### config.mk
export PLATFORM = sky130hd
export DESIGN_NAME = cgp_reg_array
export DESIGN_NICKNAME = d
export VERILOG_FILES = /design/src/rtl/cgp_reg_array_pkg.sv /design/src/rtl/cgp_reg_array_lut_cell.sv /design/src/rtl/cgp_reg_array.sv
export SDC_FILE = /design/constraint.sdc
export NUM_CORES = 2
export LEC_CHECK = 0
export ABC_AREA = 1
export BUFFER_PORTS_ARGS = -buffer_cell sky130_fd_sc_hd__buf_2
export CORE_MARGIN = 3
export CORE_UTILIZATION = 48
export CTS_BUF_LIST = sky130_fd_sc_hd__clkbuf_4
export DETAILED_ROUTE_END_ITERATION = 8
export SETUP_SLACK_MARGIN = 0.1
export SYNTH_ARGS = -nofsm -noshare
export SYNTH_HDL_FRONTEND = slang
export SYNTH_SLANG_ARGS = --single-unit
### constraint.sdc
create_clock -name clk -period 24 [get_ports clk]
set_input_delay 0 -clock clk [delete_from_list [all_inputs] [get_ports clk]]
set_output_delay 0 -clock clk [all_outputs]
set_load 0.03 [all_outputs]
### src/rtl/cgp_reg_array_pkg.sv
// Shared constants, gene layout and helpers for the CGP register-array evaluator.
// Everything that depends on the grid size is derived inside the modules.
package cgp_pkg;

  localparam int SRC_CONST0  = 0;
  localparam int SRC_IN_BASE = 1;

  localparam int GENE_LUT_LSB = 0;
  localparam int GENE_LUT_W   = 16;
  localparam int GENE_SEL_LSB = GENE_LUT_W;

  typedef enum logic [1:0] {
    ST_IDLE = 2'd0,
    ST_RUN  = 2'd1,
    ST_DONE = 2'd2
  } state_t;

  function automatic int src_node_base(input int n_in);
    return SRC_IN_BASE + n_in;
  endfunction

  function automatic logic lut4_eval(input logic [15:0] init, input logic [3:0] idx);
    return init[idx];
  endfunction

endpackage

### src/rtl/cgp_reg_array_lut_cell.sv
// One registered CGP node: four source muxes, a LUT4 lookup and a clearable register.
// Selectors beyond the source bus read as constant 0 via the zero-padded bus.
module cgp_lut_cell
  import cgp_pkg::*;
#(
  parameter int NSRC   = 20,
  parameter int SEL_W  = 5,
  parameter int GENE_W = 16 + 4 * SEL_W
) (
  input  logic              clk,
  input  logic              rst_n,
  input  logic              clr,
  input  logic              en,
  input  logic [NSRC-1:0]   src,
  input  logic [GENE_W-1:0] gene,
  output logic              q
);

  logic [2**SEL_W-1:0] src_ext;
  logic [3:0]          idx;

  always_comb begin
    src_ext = '0;
    src_ext[NSRC-1:0] = src;
    idx = '0;
    for (int i = 0; i < 4; i++) begin
      idx[i] = src_ext[gene[GENE_SEL_LSB + i * SEL_W +: SEL_W]];
    end
  end

  always_ff @(posedge clk) begin
    if (!rst_n) begin
      q <= 1'b0;
    end else if (clr) begin
      q <= 1'b0;
    end else if (en) begin
      q <= lut4_eval(gene[GENE_LUT_LSB +: GENE_LUT_W], idx);
    end
  end

endmodule

### src/rtl/cgp_reg_array.sv
// Runtime-reconfigurable CGP evaluator: shadow/active genome store, evaluation FSM
// and the grid of registered LUT cells (nodes first, then output LUTs).
module cgp_reg_array
  import cgp_pkg::*;
#(
  parameter int N_IN  = 10,
  parameter int N_OUT = 10,
  parameter int COLS  = 3,
  parameter int ROWS  = 3,
  parameter int ITER  = 4,
  localparam int NODES  = COLS * ROWS,
  localparam int NSRC   = 1 + N_IN + NODES,
  localparam int SEL_W  = $clog2(NSRC),
  localparam int GENE_W = 16 + 4 * SEL_W,
  localparam int NGENES = NODES + N_OUT
) (
  input  logic              clk,
  input  logic              rst_n,
  input  logic              cfg_valid,
  output logic              cfg_ready,
  input  logic [GENE_W-1:0] cfg_data,
  input  logic              cfg_last,
  output logic              cfg_err,
  input  logic              in_valid,
  output logic              in_ready,
  input  logic [N_IN-1:0]   in_data,
  output logic              out_valid,
  input  logic              out_ready,
  output logic [N_OUT-1:0]  out_data
);

  localparam int CNT_W  = $clog2(NGENES + 2);
  localparam int STEP_W = $clog2(ITER + 1);

  state_t              state;
  logic [STEP_W-1:0]   step;
  logic [N_IN-1:0]     in_reg;
  logic [CNT_W-1:0]    wcnt;
  logic [CNT_W-1:0]    cnt_inc;
  logic                pending;
  logic [GENE_W-1:0]   shadow [NGENES];
  logic [GENE_W-1:0]   active [NGENES];
  logic [NGENES-1:0]   cell_q;
  logic [NSRC-1:0]     src;
  logic                cfg_fire;
  logic                in_fire;
  logic                commit;

  assign cfg_ready = !pending;
  assign in_ready  = (state == ST_IDLE) && !pending;
  assign out_valid = (state == ST_DONE);
  assign out_data  = cell_q[NGENES-1:NODES];

  assign cfg_fire = cfg_valid && cfg_ready;
  assign in_fire  = in_valid && in_ready;
  assign commit   = (state == ST_IDLE) && pending;

  // Saturating count keeps overlong genomes distinguishable from exact ones.
  assign cnt_inc = (wcnt == CNT_W'(NGENES + 1)) ? wcnt : wcnt + 1'b1;

  // Bit 0 is the constant-0 source; inputs and node registers follow.
  assign src = {cell_q[NODES-1:0], in_reg, 1'b0};

  always_ff @(posedge clk) begin
    if (!rst_n) begin
      state   <= ST_IDLE;
      step    <= '0;
      in_reg  <= '0;
      wcnt    <= '0;
      pending <= 1'b0;
      cfg_err <= 1'b0;
      for (int g = 0; g < NGENES; g++) begin
        shadow[g] <= '0;
        active[g] <= '0;
      end
    end else begin
      if (cfg_fire) begin
        for (int g = 0; g < NGENES; g++) begin
          if (wcnt == CNT_W'(g)) shadow[g] <= cfg_data;
        end
        if (cfg_last) begin
          wcnt <= '0;
          if (cnt_inc == CNT_W'(NGENES)) pending <= 1'b1;
          else                           cfg_err <= 1'b1;
        end else begin
          wcnt <= cnt_inc;
        end
      end

      if (commit) begin
        for (int g = 0; g < NGENES; g++) active[g] <= shadow[g];
        pending <= 1'b0;
        cfg_err <= 1'b0;
      end

      case (state)
        ST_IDLE: begin
          if (in_fire) begin
            in_reg <= in_data;
            step   <= '0;
            state  <= ST_RUN;
          end
        end
        ST_RUN: begin
          step <= step + 1'b1;
          if (step == STEP_W'(ITER - 1)) state <= ST_DONE;
        end
        ST_DONE: begin
          if (out_ready) state <= ST_IDLE;
        end
        default: state <= ST_IDLE;
      endcase
    end
  end

  for (genvar g = 0; g < NGENES; g++) begin : g_cell
    cgp_lut_cell #(
      .NSRC  (NSRC),
      .SEL_W (SEL_W),
      .GENE_W(GENE_W)
    ) u_cell (
      .clk  (clk),
      .rst_n(rst_n),
      .clr  (in_fire),
      .en   (state == ST_RUN),
      .src  (src),
      .gene (active[g]),
      .q    (cell_q[g])
    );
  end

endmodule

==> qor.csv <==
metric,value,unit
run status,finished clean,
WL/cell,21.2,um
Pwr Density,70.9,nW/um2
Crit Path Max Fanout,72,
via count,57600,
placed insts,9660,
TritonCTS Buffers,391,
fraction of registers with async set/reset,0,
Initial Util,0.486,
simple-gate share of the synthesized area,0.222,
DRT iter0 DRCs,6781,
Max Cap Violations,0,
Congestion Overflow GR,0,
routed wire length,222000,um
VDD IR max,0.0412,mV
"Primary FF master, synth",edfxtp_1,
GP Congestion,0.881,
Die ar.,153000,um2
Netlist cell types,48,
Synth Area in Compound Gates,0.0834,
most frequent cells in the layout,"nor2_1 (1,552), edfxtp_1 (1,368), inv_1 (1,296)",
DRT Pass-1 Iters,8,
Syn Nets,8050,
final worst path period need,4.34,ns
Clock Latency Late Sink,1.34,ns
clock sinks,1409,
CTS tree,built,
Buffers on Ports,65,
largest family of logic cells by synthesized area,simple AND/OR/NAND/NOR gates,
GRT Util Overall,0.286,
DR vias/cell,5.50,
post-DP HPWL,116000,um
Final period util,0.181,
synth-to-layout area growth,10.9,%
I/O Pins,66,
Resized cells post-CTS,0,
"FF+latch count, synth",1409,
Setup Slack @ Placement,19.65,ns
WP data required,24.85,ns
synthesized area,71100,um2
Reg2Reg Depth,6,
Mapped Cells,7990,
crit path capture,active[1][18]$_SDFFCE_PN0P_,
start point of the critical path,state[0]$_SDFFE_PN0P_,
Leak,33.3,nW
WS Path Type,reg -> reg,
Slew @ Worst Pin,1.11,ns
drc violations,0,
clk_skew,0.112,ns
Post-synth EDFFs,1368,
biggest regs,"active (684), shadow (684), g_cell.u_cell.q (19)",
WP data arrival,5.19,ns
layout net count,8319,
Hold Slack,0.190,ns
Rel. slew slack,0.258,
startpoint types,flip-flop,
reg-to-reg endpoint,active[1][18]$_SDFFCE_PN0P_,
Fin. Hold Viols,0,
Die X,391,um
Worst setup EP type,flip-flop,
CTS root buffer,clkbuf_4,
xor and xnor fraction of the mapped netlist area,0.000247,
R2R Setup Slk,19.66,ns
final setup TNS,0,ns
unrepaired setup endpoints after global routing,false,
Synth Warn #,0,
Post-Syn Area per Cell,8.89,um2
clock slew at reported path FFs,0.06,ns
RR Startpoint,state[0]$_SDFFE_PN0P_,
layout cell share with drive strength beyond 1,0.112,
first-pass GRT wire length,324000,um
"commonest non-fill, non-tap cell in the layout",nor2_1,
Max Slew Vio Count,0,
initial antenna violation count,15,
Tightest Hold Check Type,in -> reg,
Final Non-Filler Cells,10500,
chip height,391,um
mux cell area share after synthesis,0,
number of global-route vias before repair,52800,
setup slack after layout,19.66,ns
H-Tree Depth,5,
clk buf depth,4,
Setup Viol. Count Final,0,
core area,146000,um2
num rows,140,
post-synthesis adder-cell area fraction,0.00141,
f_max,230,MHz
Post-DRT Antenna Nets,0,
"Seq/Total Area, Yosys",0.590,
largest net degree at the start of global routing,195,
[synth_stat cells (all sizes together), types with 9 or more instances]
library cell | n | area share
edfxtp | 1368 | 0.58
nand3 | 860 | 0.061
inv | 1330 | 0.071
o211ai | 53 | 0.0057
o31ai | 11 | 0.0012
dfxtp | 41 | 0.012
o21ai | 494 | 0.035
o311ai | 9 | 0.0011
nand4 | 44 | 0.0055
clkinv | 50 | 0.0026
nor2 | 1562 | 0.083
o2111ai | 17 | 0.0021
nor4b | 9 | 0.0011
buf | 233 | 0.020
nand2 | 1100 | 0.062
clkbuf | 196 | 0.010
a21oi | 449 | 0.032
nand3b | 91 | 0.0096
[logic make-up after synthesis]
| family | after synthesis |
|---|---|
| AND/OR/NAND/NOR | 3672 |
| buffers and inverters | 1809 |
| flip-flops | 1409 |
| AO/OA/AOI/OAI | 1090 |
| adder cells (fa/ha/maj) | 8 |
| XOR/XNOR | 2 |
[power breakdown]
| group | internal (mW) | leakage [nW] | switching, mW | total [mW] |
|---|---|---|---|---|
| logic | 0.147 | 15.9 | 0.430 | 0.577 |
| clock network | 1.17 | 2.97 | 0.993 | 2.16 |
| registers | 2.79 | 14.4 | 0.0559 | 2.84 |
[stage by stage]
step           total power, mW  instance area, um2   util
4_1_cts                   5.63               78800  0.539
3_5_place_dp              3.44               72600  0.496
3_3_place_gp              3.43               72600  0.496
6_report                  5.58               78800  0.539
5_1_grt                   5.82               78800  0.539
2_1_floorplan             3.27               71100      -
[what timing repair did]
| action | in CTS | in global routing |
|---|---|---|
| hold endpoints to repair | 1135 | 0 |
| setup buffers | 0 | 0 |
| hold buffers | 123 | 0 |
[how the worst min path moves through the flow]
stage	slack (ns)	from	cells after the start	endpoint
after floorplan	0.11	cfg_last	1	wcnt[0]$_SDFFE_PN0P_
after global placement	0.25	cfg_last	2	wcnt[0]$_SDFFE_PN0P_
after detailed placement	0.27	cfg_last	2	wcnt[0]$_SDFFE_PN0P_
after CTS	0.02	out_ready	6	state[1]$_SDFFE_PN0P_
after global routing	0.13	rst_n	5	shadow[18][26]$_SDFFCE_PN0P_
final	0.19	rst_n	5	shadow[18][27]$_SDFFCE_PN0P_
[critical path: stages, from the launching register on]
cell	delay, ns
dfxtp_1	0.34
nor2_1	0.23
nand2_1	0.14
nand2_4	0.71
buf_4	0.75
buf_4	0.75
buf_4	0.86
[cell type report]
| type | instances | area, um2 |
|---|---|---|
| Antenna cell | 14 | 35.0 |
| Timing Repair Buffer | 305 | 2460 |
| Inverter | 1380 | 5200 |
| Clock buffer | 612 | 4590 |
| Clock inverter | 71 | 328 |
| Sequential cell | 1409 | 41900 |
| Multi-Input combinational cell | 4772 | 21900 |
| Fill cell | 13200 | 67500 |
| Tap cell | 1917 | 2400 |
[routing by layer]
metal | wire, um | share of wire | vias up | track usage
met1 | 90000 | 0.41 | 27000 | 0.394
met5 | 0 | 0 | - | 0
met4 | 10700 | 0.048 | 0 | 0.140
li1 | - | - | 26900 | -
met3 | 23900 | 0.11 | 701 | 0.0518
met2 | 97200 | 0.44 | 2950 | 0.437
(Power assumes the default switching activity.)
